**src/rtl/tnn_neuron_feeder.sv**
```systemverilog
// Serial front end for a combinational five-operand TNN neuron core: packs 3-bit
// beats into op_a..op_e, samples the core decision once, returns it over valid/ready.
module tnn_neuron_feeder #(
    parameter int OPW  = 3,
    parameter int NOPS = 5,
    parameter int CNTW = 16
) (
    input  logic            i_clk,
    input  logic            i_rst_n,
    input  logic            i_in_valid,
    output logic            o_in_ready,
    input  logic [OPW-1:0]  i_in_data,
    input  logic            i_in_sof,
    output logic [OPW-1:0]  o_op_a,
    output logic [OPW-1:0]  o_op_b,
    output logic [OPW-1:0]  o_op_c,
    output logic [OPW-1:0]  o_op_d,
    output logic [OPW-1:0]  o_op_e,
    input  logic            i_core_out,
    output logic            o_out_valid,
    input  logic            i_out_ready,
    output logic            o_out_bit,
    output logic            o_frame_err,
    output logic [CNTW-1:0] o_frame_cnt
);

    localparam logic [1:0] S_COLLECT = 2'd0;
    localparam logic [1:0] S_EVAL    = 2'd1;
    localparam logic [1:0] S_RESP    = 2'd2;

    localparam int              IDXW     = $clog2(NOPS);
    localparam logic [IDXW-1:0] LAST_IDX = IDXW'(NOPS - 1);

    logic [1:0]      r_state;
    logic [IDXW-1:0] r_idx;
    logic [OPW-1:0]  r_ops [NOPS];
    logic            r_outBit;
    logic            r_frameErr;
    logic [CNTW-1:0] r_frameCnt;

    logic w_beatTaken;
    logic w_handshake;

    assign w_beatTaken = i_in_valid && (r_state == S_COLLECT);
    assign w_handshake = i_out_ready && (r_state == S_RESP);

    // A sof beat always restarts the frame; a non-sof beat with no frame open is dropped.
    always_ff @(posedge i_clk or negedge i_rst_n) begin
        if (!i_rst_n) begin
            r_state    <= S_COLLECT;
            r_idx      <= '0;
            r_frameErr <= 1'b0;
        end else begin
            r_frameErr <= 1'b0;
            case (r_state)
                S_COLLECT: begin
                    if (w_beatTaken) begin
                        if (i_in_sof) begin
                            r_idx      <= IDXW'(1);
                            r_frameErr <= (r_idx != '0);
                        end else if (r_idx == '0) begin
                            r_frameErr <= 1'b1;
                        end else if (r_idx == LAST_IDX) begin
                            r_idx   <= '0;
                            r_state <= S_EVAL;
                        end else begin
                            r_idx <= r_idx + 1'b1;
                        end
                    end
                end
                S_EVAL: begin
                    r_state <= S_RESP;
                end
                S_RESP: begin
                    if (i_out_ready) begin
                        r_state <= S_COLLECT;
                    end
                end
                default: begin
                    r_state <= S_COLLECT;
                end
            endcase
        end
    end

    always_ff @(posedge i_clk or negedge i_rst_n) begin
        if (!i_rst_n) begin
            for (int i = 0; i < NOPS; i++) begin
                r_ops[i] <= '0;
            end
        end else if (w_beatTaken) begin
            if (i_in_sof) begin
                r_ops[0] <= i_in_data;
            end else if (r_idx != '0) begin
                r_ops[r_idx] <= i_in_data;
            end
        end
    end

    // The operands have been stable for the whole EVAL cycle, so the core output has settled.
    always_ff @(posedge i_clk or negedge i_rst_n) begin
        if (!i_rst_n) begin
            r_outBit <= 1'b0;
        end else if (r_state == S_EVAL) begin
            r_outBit <= i_core_out;
        end
    end

    always_ff @(posedge i_clk or negedge i_rst_n) begin
        if (!i_rst_n) begin
            r_frameCnt <= '0;
        end else if (w_handshake) begin
            r_frameCnt <= r_frameCnt + 1'b1;
        end
    end

    assign o_in_ready  = (r_state == S_COLLECT);
    assign o_out_valid = (r_state == S_RESP);
    assign o_out_bit   = r_outBit;
    assign o_frame_err = r_frameErr;
    assign o_frame_cnt = r_frameCnt;
    assign o_op_a      = r_ops[0];
    assign o_op_b      = r_ops[1];
    assign o_op_c      = r_ops[2];
    assign o_op_d      = r_ops[3];
    assign o_op_e      = r_ops[4];

endmodule

```
**config.mk**
```make
export PLATFORM = sky130hd
export DESIGN_NAME = tnn_neuron_feeder
export DESIGN_NICKNAME = d
export VERILOG_FILES = /design/src/rtl/tnn_neuron_feeder.sv
export SDC_FILE = /design/constraint.sdc
export NUM_CORES = 1
export LEC_CHECK = 0
export CORE_MARGIN = 2
export CORE_UTILIZATION = 40
export CTS_CLUSTER_SIZE = 8
export DETAILED_ROUTE_END_ITERATION = 7
export DONT_BUFFER_PORTS = 1
export SYNTH_ARGS = -nofsm -noshare
export SYNTH_HDL_FRONTEND = slang
export SYNTH_SLANG_ARGS = --single-unit
```
**constraint.sdc**
```tcl
create_clock -name i_clk -period 3.8 [get_ports i_clk]
set_input_delay 0.19 -clock i_clk [delete_from_list [all_inputs] [get_ports i_clk]]
set_output_delay 0.19 -clock i_clk [all_outputs]
set_load 0.02 [all_outputs]
```
==> impl_metrics.prom, run 1 <==
# TYPE chip_impl_metric gauge
chip_impl_metric{name="clk_transition_reported_paths",unit="ns"} 0.07
chip_impl_metric{name="hold_path_depth",unit=""} 1
chip_impl_info{name="crit-reg2reg-launch",value="r_idx[1]"} 1
chip_impl_info{name="hold_end",value="r_state[1]"} 1
chip_impl_metric{name="antenna_found_initial",unit=""} 0
chip_impl_metric{name="grt_pass1_vias",unit=""} 1192
chip_impl_metric{name="number_of_setup_violations_in_the_final_report",unit=""} 0
chip_impl_info{name="cp-end-kind",value="register"} 1
chip_impl_metric{name="detailedPlace.worstSlack",unit="ns"} 1.66
chip_impl_info{name="hp-class",value="in -> reg"} 1
chip_impl_metric{name="synth_compound_gate_area_share",unit=""} 0.0517
chip_impl_metric{name="first_pass_grt_wire_length",unit="mm"} 5.60
chip_impl_metric{name="initialDrtViolationCount",unit=""} 36
chip_impl_metric{name="rows",unit=""} 23
chip_impl_metric{name="finalWirelength",unit="mm"} 3.18
chip_impl_info{name="post-synth-top-area-cell",value="sky130_fd_sc_hd__dfrtp_1"} 1
chip_impl_metric{name="regToRegSetupSlack",unit="ns"} 1.61
chip_impl_metric{name="mappedNetlistArea",unit="um2"} 1720
chip_impl_info{name="tritoncts",value="yes"} 1
chip_impl_metric{name="boundaryPins",unit=""} 44
chip_impl_metric{name="layout_setup_ws",unit="ns"} 1.61
chip_impl_metric{name="placedCellCount",unit=""} 188
chip_impl_metric{name="numCtsBuffers",unit=""} 5
chip_impl_metric{name="grt.total_usage",unit=""} 0.146
chip_impl_metric{name="number_of_flops_mapped_to_enable_cells_by_yosys",unit=""} 0
chip_impl_info{name="outcome",value="finished, final reports clean"} 1
chip_impl_metric{name="post-route-drc-count",unit=""} 0
chip_impl_metric{name="initial_core_util",unit=""} 0.424
chip_impl_metric{name="min_period_over_period",unit=""} 0.577
chip_impl_metric{name="worst_ep_required_time",unit="ns"} 4.02
chip_impl_metric{name="pin_count_of_the_biggest_net_entering_global_routing",unit=""} 39
chip_impl_metric{name="placedInstanceArea",unit="um2"} 1780
chip_impl_metric{name="synthArstFlopShare",unit=""} 1.00
chip_impl_metric{name="synthesis.area_per_instance",unit="um2"} 12.4
chip_impl_metric{name="dr.pass1.iters",unit=""} 4
chip_impl_metric{name="slew_viol_final",unit=""} 0
chip_impl_metric{name="detail-route-antenna-nets",unit=""} 0
chip_impl_metric{name="fmaxAchievable",unit="MHz"} 456
chip_impl_metric{name="max_slew.worst_pin.slew",unit="ns"} 0.529
chip_impl_metric{name="synthSimpleGateAreaFrac",unit=""} 0.183
chip_impl_metric{name="synth.area.mux_share",unit=""} 0.0910
chip_impl_info{name="worstHoldStart",value="i_out_ready"} 1
chip_impl_metric{name="syn2layout_area_growth",unit="%"} 14.0
chip_impl_metric{name="clock_sinks",unit=""} 38
chip_impl_metric{name="final_count_of_hold_timing_violations",unit=""} 0
chip_impl_metric{name="cp_data_arrival_time",unit="ns"} 2.41
chip_impl_metric{name="num_vias",unit=""} 1114
chip_impl_metric{name="placeableCoreArea",unit="um2"} 4060
chip_impl_metric{name="final_cell_count_no_fill",unit=""} 199
chip_impl_info{name="worst_path_max_delay_cell",value="sky130_fd_sc_hd__dfrtp_1"} 1
chip_impl_metric{name="fin_hold_ws",unit="ns"} 0.0287
chip_impl_info{name="crit_path_start_kind",value="register"} 1
chip_impl_metric{name="fin_worst_skew",unit="ns"} 0.00612
chip_impl_info{name="synth_top_family_by_area",value="simple AND/OR/NAND/NOR gates"} 1
chip_impl_info{name="cts_root_buffer",value="sky130_fd_sc_hd__clkbuf_8"} 1
chip_impl_metric{name="die_area",unit="um2"} 4840
chip_impl_metric{name="post_route_cells_drive_above_1_share",unit=""} 0.181
chip_impl_metric{name="power.ir.vdd_worst",unit="uV"} 358
chip_impl_metric{name="proportion_of_netlist_area_held_by_the_largest_area_contributor",unit=""} 0.553
chip_impl_metric{name="die_height",unit="um"} 69.6
chip_impl_info{name="synth_commonest_cells",value="38 x sky130_fd_sc_hd__dfrtp_1, 11 x sky130_fd_sc_hd__nand2_1, 10 x sky130_fd_sc_hd__mux2_2"} 1
chip_impl_metric{name="buffer_ports.inserted",unit=""} 0
chip_impl_metric{name="synth.yosys.warnings",unit=""} 0
chip_impl_metric{name="synthesis.instances",unit=""} 139
chip_impl_metric{name="design_area",unit="um2"} 1960
chip_impl_info{name="chain_of_cells_forming_the_critical_path",value="inv_1 -> ha_1 -> nor2b_2 -> inv_1 -> ha_1 -> o31ai_1 -> o211ai_1 -> a21oi_1 -> a22o_1"} 1
chip_impl_info{name="synth_flop_cell",value="sky130_fd_sc_hd__dfrtp_1"} 1
chip_impl_metric{name="maxCapViolations",unit=""} 0
chip_impl_metric{name="worstRegToRegCells",unit=""} 9
chip_impl_metric{name="yosys_register_bits",unit=""} 38
chip_impl_info{name="regToRegEndpoint",value="o_op_a[0]"} 1
chip_impl_metric{name="power.static_leakage",unit="nW"} 0.905
chip_impl_metric{name="via_per_inst",unit=""} 5.60
chip_impl_metric{name="timing.setup.tns",unit="ns"} 0
chip_impl_metric{name="clock_path_buffers",unit=""} 2
chip_impl_metric{name="num-fill-cells",unit=""} 340
chip_impl_info{name="path_class",value="reg -> reg"} 1
chip_impl_metric{name="yosys.area_share.xor_xnor",unit=""} 0.0764
chip_impl_metric{name="timing.critical_path.fanout_max",unit=""} 7
chip_impl_metric{name="layout.nets",unit=""} 161
chip_impl_metric{name="die_x",unit="um"} 69.6
chip_impl_metric{name="crit_path_max_incr_delay",unit="ns"} 0.45
chip_impl_metric{name="slew_headroom",unit=""} 0.646
chip_impl_info{name="ys_top_cells_by_area",value="sky130_fd_sc_hd__dfrtp_1 55%, sky130_fd_sc_hd__mux2_2 6.6%, sky130_fd_sc_hd__xnor2_1 4.6%, sky130_fd_sc_hd__xor2_1 3.1%, sky130_fd_sc_hd__ha_1 2.9%"} 1
chip_impl_metric{name="clock_latency",unit="ns"} 0.28
chip_impl_metric{name="power_density",unit="nW/um2"} 705
chip_impl_metric{name="ys_seq_area_frac",unit=""} 0.553
chip_impl_metric{name="final.min_clock_period",unit="ns"} 2.19
chip_impl_metric{name="syn-num-nets",unit=""} 152
chip_impl_metric{name="total_power",unit="mW"} 1.38
chip_impl_metric{name="dpl_wire_length",unit="mm"} 2.42
chip_impl_info{name="rsz0062_at_grt",value="no"} 1
chip_impl_metric{name="adder_cell_share_of_the_synthesized_area",unit=""} 0.0291
chip_impl_metric{name="placer_congestion_estimate",unit=""} 0.849
chip_impl_info{name="synth_most_common_cell",value="sky130_fd_sc_hd__dfrtp_1"} 1
chip_impl_metric{name="finalCoreUtilization",unit=""} 0.483
chip_impl_metric{name="globalRoute.totalOverflow",unit=""} 0
chip_impl_metric{name="cts.repair.resized",unit=""} 0
chip_impl_metric{name="ant_diodes",unit=""} 0
chip_impl_metric{name="synth_cell_types",unit=""} 40
chip_impl_metric{name="avgRoutedWirePerCell",unit="um"} 16.0
chip_impl_metric{name="htreeDepth",unit=""} 2
-- power by group --
| part | switching (mW) | internal [mW] | leakage, nW | total, mW |
|---|---|---|---|---|
| registers | 0.221 | 0.511 | 0.501 | 0.732 |
| clock network | 0.132 | 0.280 | 0.0714 | 0.412 |
| logic | 0.114 | 0.123 | 0.333 | 0.237 |
| total | 0.467 | 0.914 | 0.905 | 1.38 |
-- repair_timing --
item	CTS	global route
hold buffers	3	0
setup endpoints to repair	0	0
buffers inserted	0	0
hold endpoints to repair	40	0
-- area by class of cell --
class,count,area (um2),area share
tap,50,62.6,0.0319
multi-input combinational,94,741,0.378
inverter,6,22.5,0.0115
clock buffer,6,82.6,0.0421
timing repair buffer,3,40.0,0.0204
clock inverter,2,60.1,0.0307
sequential,38,951,0.485
-- registers in the layout, indices dropped and copies added (netlist names), 2 cells and up --
| signal | count |
|---|---|
| o_op_d | 3 |
| r_state | 2 |
| o_op_b | 3 |
| o_op_c | 3 |
| o_op_a | 3 |
| o_frame_cnt | 16 |
| o_op_e | 3 |
| r_idx | 3 |
-- critical path, delay by kind of cell, from the launching register on --
kind	cells	cell delay [ns]
flops	1	0.45
buf+inv	2	0.27
fa+ha+maj	2	0.44
compound gates	4	0.67
simple gates	1	0.29
-- routing by layer --
| layer | track usage | part of all wire |
|---|---|---|
| met1 | 0.158 | 0.42 |
| met2 | 0.243 | 0.50 |
| met3 | 0.0712 | 0.076 |
| met4 | 0.0610 | 0.012 |
| met5 | 0 | 0 |
-- cell families after synthesis --
logic type,Yosys count
compound gates,12
xor+xnor,15
fa+ha+maj,4
buf+inv,7
flops,38
mux,14
simple gates,49
-- how the worst max path moves through the flow --
stage,start,endpoint,depth (start not counted)
floorplan,r_idx[1],o_op_a[0],9
global placement,r_idx[1],o_op_a[0],9
detailed placement,r_idx[1],o_op_a[1],9
CTS,r_idx[1],o_op_a[1],9
global route,r_idx[1],o_op_a[2],9
finish,r_idx[1],o_op_a[0],9
-- cells in the final DEF, fill, tap and decap left out, types with 2 or more instances in the layout --
master and count:
sky130_fd_sc_hd__dfrtp_1 38, sky130_fd_sc_hd__nand2_1 11, sky130_fd_sc_hd__mux2_2 10, sky130_fd_sc_hd__xnor2_1 9, sky130_fd_sc_hd__nand3_1 7, sky130_fd_sc_hd__inv_1 6, sky130_fd_sc_hd__xor2_1 6, sky130_fd_sc_hd__clkbuf_8 6
sky130_fd_sc_hd__nand4_1 5, sky130_fd_sc_hd__nor2_1 4, sky130_fd_sc_hd__ha_1 4, sky130_fd_sc_hd__a22o_1 3, sky130_fd_sc_hd__mux2_1 3, sky130_fd_sc_hd__nor3b_2 2, sky130_fd_sc_hd__and2_1 2, sky130_fd_sc_hd__nor3_1 2
sky130_fd_sc_hd__and3_1 2, sky130_fd_sc_hd__o21ai_0 2, sky130_fd_sc_hd__bufinv_16 2, sky130_fd_sc_hd__dlygate4sd3_1 2
(Power assumes the default switching activity.)
==> inputs of run 2 (changes only) <==
ABC_AREA = 1   (was unset)
clock period = 1.92 ns   (was 3.8 ns; I/O delays follow)
==> impl_metrics.prom, run 2 <==
# TYPE chip_impl_metric gauge
chip_impl_info{name="outcome",value="finished, final reports clean"} 1
chip_impl_metric{name="placedInstanceArea",unit="um2"} 1910
chip_impl_info{name="startpoint",value="r_idx[0]"} 1
chip_impl_metric{name="final_count_of_hold_timing_violations",unit=""} 0
chip_impl_info{name="cts_root_buffer",value="sky130_fd_sc_hd__clkbuf_8"} 1
chip_impl_metric{name="post_route_cells_drive_above_1_share",unit=""} 0.0936
chip_impl_metric{name="number_of_flops_mapped_to_enable_cells_by_yosys",unit=""} 0
chip_impl_metric{name="placeableCoreArea",unit="um2"} 4380
chip_impl_info{name="chain_of_cells_forming_the_critical_path",value="inv_1 -> ha_1 -> inv_1 -> nor2_4 -> inv_1 -> ha_1 -> o21ai_0 -> nand2_1 -> nand2_1 -> o21ai_0"} 1
chip_impl_metric{name="proportion_of_netlist_area_held_by_the_largest_area_contributor",unit=""} 0.518
chip_impl_metric{name="globalRoute.totalOverflow",unit=""} 0
chip_impl_metric{name="design_area",unit="um2"} 2130
chip_impl_metric{name="via_per_inst",unit=""} 4.79
chip_impl_metric{name="synth_cell_types",unit=""} 22
chip_impl_metric{name="clock_latency",unit="ns"} 0.29
chip_impl_metric{name="synthesis.instances",unit=""} 217
chip_impl_info{name="worst_path_max_delay_cell",value="sky130_fd_sc_hd__dfrtp_1"} 1
chip_impl_metric{name="power.ir.vdd_worst",unit="uV"} 579
chip_impl_metric{name="min_period_over_period",unit=""} 0.885
chip_impl_metric{name="die_area",unit="um2"} 5150
chip_impl_metric{name="initialDrtViolationCount",unit=""} 67
chip_impl_metric{name="cp_data_arrival_time",unit="ns"} 1.86
chip_impl_metric{name="first_pass_grt_wire_length",unit="mm"} 6.32
chip_impl_metric{name="boundaryPins",unit=""} 44
chip_impl_metric{name="numCtsBuffers",unit=""} 5
chip_impl_info{name="crit-reg2reg-launch",value="r_idx[0]"} 1
chip_impl_info{name="synth_commonest_cells",value="73 x sky130_fd_sc_hd__nand2_1, 38 x sky130_fd_sc_hd__dfrtp_1, 24 x sky130_fd_sc_hd__nand3_1"} 1
chip_impl_info{name="cp-end-kind",value="register"} 1
chip_impl_info{name="synth_most_common_cell",value="sky130_fd_sc_hd__nand2_1"} 1
chip_impl_metric{name="timing.setup.tns",unit="ns"} 0
chip_impl_metric{name="timing.critical_path.fanout_max",unit=""} 6
chip_impl_metric{name="number_of_buffers_and_inverters_on_the_critical_path",unit=""} 3
chip_impl_metric{name="die_x",unit="um"} 71.8
chip_impl_metric{name="max_slew.worst_pin.slew",unit="ns"} 0.358
chip_impl_metric{name="grt_pass1_vias",unit=""} 1389
chip_impl_metric{name="avgRoutedWirePerCell",unit="um"} 12.9
chip_impl_metric{name="pin_count_of_the_biggest_net_entering_global_routing",unit=""} 39
chip_impl_metric{name="final.min_clock_period",unit="ns"} 1.70
chip_impl_metric{name="synth.yosys.warnings",unit=""} 0
chip_impl_metric{name="initial_core_util",unit=""} 0.419
chip_impl_metric{name="largest_register_ffs",unit=""} 16
chip_impl_metric{name="rows",unit=""} 24
chip_impl_info{name="rsz0062_at_grt",value="no"} 1
chip_impl_metric{name="slew_headroom",unit=""} 0.761
chip_impl_metric{name="fin_worst_skew",unit="ns"} 0.00633
chip_impl_metric{name="power.static_leakage",unit="nW"} 1.01
chip_impl_info{name="path_class",value="reg -> reg"} 1
chip_impl_metric{name="num_vias",unit=""} 1374
chip_impl_metric{name="power_density",unit="nW/um2"} 1220
chip_impl_metric{name="finalWirelength",unit="mm"} 3.71
chip_impl_metric{name="clk_transition_reported_paths",unit="ns"} 0.08
chip_impl_info{name="crit_path_start_kind",value="register"} 1
chip_impl_metric{name="layout.nets",unit=""} 247
chip_impl_info{name="cpMostUsedCell",value="sky130_fd_sc_hd__inv_1"} 1
chip_impl_metric{name="die_height",unit="um"} 71.8
chip_impl_info{name="tritoncts",value="yes"} 1
chip_impl_info{name="post-synth-top-area-cell",value="sky130_fd_sc_hd__dfrtp_1"} 1
chip_impl_metric{name="syn-num-nets",unit=""} 230
chip_impl_metric{name="crit_path_max_incr_delay",unit="ns"} 0.38
chip_impl_metric{name="fmaxAchievable",unit="MHz"} 588
chip_impl_metric{name="syn2layout_area_growth",unit="%"} 15.9
chip_impl_info{name="layout_common_cells",value="73 x sky130_fd_sc_hd__nand2_1, 38 x sky130_fd_sc_hd__dfrtp_1, 24 x sky130_fd_sc_hd__nand3_1"} 1
chip_impl_metric{name="synthArstFlopShare",unit=""} 1.00
chip_impl_metric{name="worst_ep_required_time",unit="ns"} 2.08
chip_impl_metric{name="number_of_setup_violations_in_the_final_report",unit=""} 0
chip_impl_metric{name="antenna_found_initial",unit=""} 0
chip_impl_metric{name="mappedNetlistArea",unit="um2"} 1840
chip_impl_metric{name="post-route-drc-count",unit=""} 0
chip_impl_info{name="synth_flop_cell",value="sky130_fd_sc_hd__dfrtp_1"} 1
chip_impl_metric{name="total_power",unit="mW"} 2.59
chip_impl_metric{name="ys_seq_area_frac",unit=""} 0.518
chip_impl_metric{name="grt.total_usage",unit=""} 0.158
chip_impl_info{name="worstHoldStart",value="i_out_ready"} 1
chip_impl_metric{name="clock_path_buffers",unit=""} 2
chip_impl_info{name="ys_top_cells_by_area",value="sky130_fd_sc_hd__dfrtp_1 52%, sky130_fd_sc_hd__nand2_1 15%, sky130_fd_sc_hd__nand3_1 6.5%, sky130_fd_sc_hd__inv_1 4.3%, sky130_fd_sc_hd__nor2_1 3.7%"} 1
chip_impl_metric{name="htreeDepth",unit=""} 2
chip_impl_metric{name="placer_congestion_estimate",unit=""} 0.758
chip_impl_info{name="most_frequent_standard_cell_in_the_layout_excluding_fill_and_tap_cells",value="sky130_fd_sc_hd__nand2_1"} 1
chip_impl_metric{name="clock_sinks",unit=""} 38
chip_impl_metric{name="synthesis.area_per_instance",unit="um2"} 8.46
chip_impl_metric{name="dpl_wire_length",unit="mm"} 2.64
chip_impl_info{name="hp-class",value="in -> reg"} 1
chip_impl_metric{name="yosys_register_bits",unit=""} 38
chip_impl_metric{name="buffer_ports.inserted",unit=""} 0
chip_impl_metric{name="maxCapViolations",unit=""} 0
chip_impl_info{name="critical-path-top-delay-family",value="flip-flops"} 1
chip_impl_metric{name="detail-route-antenna-nets",unit=""} 0
chip_impl_metric{name="ant_diodes",unit=""} 0
chip_impl_metric{name="dr.pass1.iters",unit=""} 4
chip_impl_metric{name="slew_viol_final",unit=""} 0
## run 2: changes by cell type after synthesis, sizes merged, moves of 4 or more
cell,change
nand3,+17
xor2,-4
inv,+15
mux2,-12
nand2,+63
nor2,+18
o21ai,+6
## run 2: cell families after synthesis
logic type / after synthesis / synth area share
multiplexers: 1 / 0.00613
flip-flops: 38 / 0.518
adder cells (fa/ha/maj): 4 / 0.0272
AO/OA/AOI/OAI: 12 / 0.0361
XOR/XNOR: 8 / 0.0381
buffers and inverters: 22 / 0.0490
AND/OR/NAND/NOR: 132 / 0.326
## run 2: final timing paths
kind                            slack (ns)             end  cells past startpoint
min in group asynchronous             0.29       o_op_b[1]                      2
worst max register to register        0.22       o_op_a[2]                     10
worst min register to register        0.61       o_op_c[1]                      2
worst max-delay path                  0.22       o_op_a[2]                     10
max in group asynchronous             1.45  o_frame_cnt[1]                      2
worst min-delay path                  0.08  o_frame_cnt[1]                      4
## run 2: timing repair
item | 4_1_cts | 5_1_grt
endpoints found under the hold margin | 56 | 0
hold buffers | 8 | 0
gates resized for setup | 0 | 1
endpoints found under the setup margin | 0 | 5
buffers inserted | 0 | 1
## run 2: worst reg2reg max path, cell delays in order (launching register included)
cell and delay (ns):
sky130_fd_sc_hd__dfrtp_1 0.38, sky130_fd_sc_hd__inv_1 0.14, sky130_fd_sc_hd__ha_1 0.20, sky130_fd_sc_hd__inv_1 0.08
sky130_fd_sc_hd__nor2_4 0.14, sky130_fd_sc_hd__inv_1 0.08, sky130_fd_sc_hd__ha_1 0.18, sky130_fd_sc_hd__o21ai_0 0.07
sky130_fd_sc_hd__nand2_1 0.14, sky130_fd_sc_hd__nand2_1 0.08, sky130_fd_sc_hd__o21ai_0 0.08
## run 2: layout make-up
type                            count  area, um2
Clock inverter                      3       40.0
Inverter                           21       78.8
Timing Repair Buffer               11        125
Tap cell                           52       65.1
Multi-Input combinational cell    157        801
Fill cell                         439       2250
Sequential cell                    38        951
Clock buffer                        5       68.8
## run 2: power by group
part | internal (mW) | total [mW] | leakage (nW) | switching, mW
Sequential | 0.991 | 1.38 | 0.499 | 0.384
Clock | 0.382 | 0.658 | 0.0579 | 0.276
Combinational | 0.222 | 0.556 | 0.457 | 0.334
## run 2: layer usage
metal	up-vias	track usage	wire length, um
met5	-	0	0
met4	0	0.0566	53
met3	5	0.0633	253
met2	36	0.267	1790
met1	605	0.179	1610
li1	728	-	-
## run 2: per-stage QoR
| step | std cells | setup WS [ns] | hold WS, ns | utilization |
|---|---|---|---|---|
| 2_1_floorplan | 217 | 0.294 | -0.200 | - |
| 3_3_place_gp | 270 | 0.213 | -0.198 | 0.435 |
| 3_5_place_dp | 270 | 0.178 | -0.199 | 0.435 |
| 4_1_cts | 286 | 0.148 | 0.0143 | 0.480 |
| 5_1_grt | 287 | 0.00420 | 0.0694 | 0.486 |
| 6_report | 287 | 0.220 | 0.0848 | 0.486 |
==> inputs of run 3 (changes only) <==
RECOVER_POWER = 25   (was unset)
clock period = 1.6 ns   (was 1.92 ns; I/O delays follow)
==> impl_metrics.prom, run 3 (synthesis gave the netlist of run 2 again) <==
# TYPE chip_impl_metric gauge
chip_impl_info{name="outcome",value="finished, final reports clean"} 1
chip_impl_metric{name="via_per_inst",unit=""} 4.99
chip_impl_metric{name="finalWirelength",unit="mm"} 4.04
chip_impl_metric{name="largest_register_ffs",unit=""} 16
chip_impl_metric{name="clock_latency",unit="ns"} 0.29
chip_impl_metric{name="dpl_wire_length",unit="mm"} 2.78
chip_impl_metric{name="fin_hold_ws",unit="ns"} 0.0658
chip_impl_metric{name="numCtsBuffers",unit=""} 5
chip_impl_metric{name="grt_util_met1",unit=""} 0.179
chip_impl_info{name="crit_path_start_kind",value="register"} 1
chip_impl_metric{name="clk_transition_reported_paths",unit="ns"} 0.07
chip_impl_metric{name="worst_ep_required_time",unit="ns"} 1.83
chip_impl_metric{name="placer_congestion_estimate",unit=""} 0.756
chip_impl_info{name="layout_common_cells",value="62 x sky130_fd_sc_hd__nand2_1, 38 x sky130_fd_sc_hd__dfrtp_1, 19 x sky130_fd_sc_hd__nand3_1"} 1
chip_impl_metric{name="ant_diodes",unit=""} 0
chip_impl_metric{name="post-route-drc-count",unit=""} 0
chip_impl_metric{name="detailedPlace.worstSlack",unit="ns"} 0.0340
chip_impl_metric{name="detail-route-antenna-nets",unit=""} 0
chip_impl_metric{name="power.ir.vdd_worst",unit="uV"} 735
chip_impl_metric{name="boundaryPins",unit=""} 44
chip_impl_info{name="cts_root_buffer",value="sky130_fd_sc_hd__clkbuf_8"} 1
chip_impl_metric{name="grt.total_usage",unit=""} 0.159
chip_impl_metric{name="dr.pass1.iters",unit=""} 4
chip_impl_metric{name="cp_data_arrival_time",unit="ns"} 1.79
chip_impl_metric{name="num-fill-cells",unit=""} 404
chip_impl_metric{name="placeableCoreArea",unit="um2"} 4380
chip_impl_metric{name="num_vias",unit=""} 1507
chip_impl_info{name="cp-end-kind",value="register"} 1
chip_impl_metric{name="final.min_clock_period",unit="ns"} 1.56
chip_impl_metric{name="layout_setup_ws",unit="ns"} 0.0359
chip_impl_metric{name="antenna_found_initial",unit=""} 0
chip_impl_metric{name="grt_util_met2",unit=""} 0.276
chip_impl_metric{name="buffer_ports.inserted",unit=""} 0
chip_impl_metric{name="fmaxAchievable",unit="MHz"} 639
chip_impl_metric{name="clock_path_buffers",unit=""} 2
chip_impl_metric{name="initial_core_util",unit=""} 0.419
chip_impl_metric{name="die_area",unit="um2"} 5150
chip_impl_metric{name="die_height",unit="um"} 71.8
chip_impl_metric{name="clock_sinks",unit=""} 38
chip_impl_metric{name="max_slew.worst_pin.slew",unit="ns"} 0.915
chip_impl_info{name="most_frequent_standard_cell_in_the_layout_excluding_fill_and_tap_cells",value="sky130_fd_sc_hd__nand2_1"} 1
chip_impl_metric{name="pin_count_of_the_biggest_net_entering_global_routing",unit=""} 39
chip_impl_metric{name="hold_path_depth",unit=""} 4
chip_impl_metric{name="rows",unit=""} 24
chip_impl_metric{name="layout.nets",unit=""} 262
chip_impl_metric{name="avgRoutedWirePerCell",unit="um"} 13.4
chip_impl_metric{name="number_of_setup_violations_in_the_final_report",unit=""} 0
chip_impl_info{name="hp-class",value="in -> reg"} 1
chip_impl_metric{name="post_route_cells_drive_above_1_share",unit=""} 0.228
chip_impl_info{name="tritoncts",value="yes"} 1
chip_impl_metric{name="maxCapViolations",unit=""} 0
chip_impl_metric{name="htreeDepth",unit=""} 2
chip_impl_metric{name="slew_viol_final",unit=""} 0
chip_impl_info{name="busiest_layer",value="met2"} 1
chip_impl_metric{name="power.static_leakage",unit="nW"} 1.13
chip_impl_metric{name="slew_headroom",unit=""} 0.390
chip_impl_metric{name="power_density",unit="nW/um2"} 1430
chip_impl_metric{name="globalRoute.totalOverflow",unit=""} 0
chip_impl_metric{name="min_period_over_period",unit=""} 0.978
chip_impl_metric{name="timing.critical_path.fanout_max",unit=""} 7
chip_impl_metric{name="first_pass_grt_wire_length",unit="mm"} 6.35
chip_impl_metric{name="grt_pass1_vias",unit=""} 1405
chip_impl_info{name="rsz0062_at_grt",value="yes"} 1
chip_impl_metric{name="die_x",unit="um"} 71.8
chip_impl_metric{name="initialDrtViolationCount",unit=""} 53
chip_impl_metric{name="syn2layout_area_growth",unit="%"} 26.8
chip_impl_metric{name="worstRegToRegCells",unit=""} 10
chip_impl_info{name="path_class",value="reg -> reg"} 1
chip_impl_metric{name="fin_worst_skew",unit="ns"} 0.00340
chip_impl_metric{name="final_count_of_hold_timing_violations",unit=""} 0
chip_impl_metric{name="met3_global_route_usage",unit=""} 0.0591
## run 3: cell types whose count changed in the layout (fill, tap and decap cells not counted), sizes merged
cell | previous run | this run
clkinv | 2 | 1
clkbuf | 5 | 9
bufinv | 1 | 0
buf | 4 | 17
## run 3: final timing paths
path	start	slack (ns)	to
worst max-delay path	r_idx[1]	0.04	o_op_c[0]
worst min-delay path	i_out_ready	0.07	o_frame_cnt[1]
worst max register to register	r_idx[1]	0.04	o_op_c[0]
worst min register to register	o_frame_cnt[5]	0.54	o_frame_cnt[5]
max in group asynchronous	i_rst_n	0.56	o_frame_cnt[7]
min in group asynchronous	i_rst_n	0.48	o_frame_cnt[15]
## run 3: stage by stage
step	total power [mW]	utilization	cells	TNS (ns)	area, um2
after floorplan	2.11	-	217	0	1840
after global placement	2.37	0.456	280	0	2000
after detailed placement	2.38	0.456	280	0	2000
after CTS	3.12	0.497	296	0	2180
after global routing	3.57	0.531	302	-0.393	2330
final	3.34	0.531	302	0	2330
## run 3: critical path, cell delays in order, from the launching register on
cell and delay [ns]:
sky130_fd_sc_hd__dfrtp_1 0.37, sky130_fd_sc_hd__inv_2 0.07, sky130_fd_sc_hd__ha_4 0.17, sky130_fd_sc_hd__inv_4 0.06, sky130_fd_sc_hd__nor2_4 0.04, sky130_fd_sc_hd__buf_6 0.12
sky130_fd_sc_hd__nor3_4 0.24, sky130_fd_sc_hd__buf_12 0.18, sky130_fd_sc_hd__buf_6 0.11, sky130_fd_sc_hd__nand3_1 0.07, sky130_fd_sc_hd__nand2_1 0.07
## run 3: area by class of cell
type,count,area [um2],area share
flip-flops and latches,38,951,0.408
clock buffers,7,86.3,0.0371
repair buffers,26,255,0.110
inverters,21,81.3,0.0349
well taps,52,65.1,0.0279
clock inverters,1,5.00,0.00215
multi-input cells,157,886,0.380
## run 3: timing repair
| item | 4_1_cts | 5_1_grt |
|---|---|---|
| hold endpoints to repair | 56 | 0 |
| gates resized for setup | 0 | 31 |
| endpoints found under the setup margin | 0 | 13 |
| buffers inserted | 0 | 5 |
| hold buffers | 8 | 0 |
## run 3: report_power, final
part           total [mW]  leakage [nW]  internal [mW]  switching, mW
Sequential           1.60         0.499           1.19          0.406
Clock               0.672        0.0482          0.348          0.324
Combinational        1.07         0.585          0.471          0.601
## run 3: routing by layer
layer,share of wire,vias up
met5,0,-
li1,-,763
met2,0.51,36
met4,0.0096,0
met3,0.060,5
met1,0.42,703
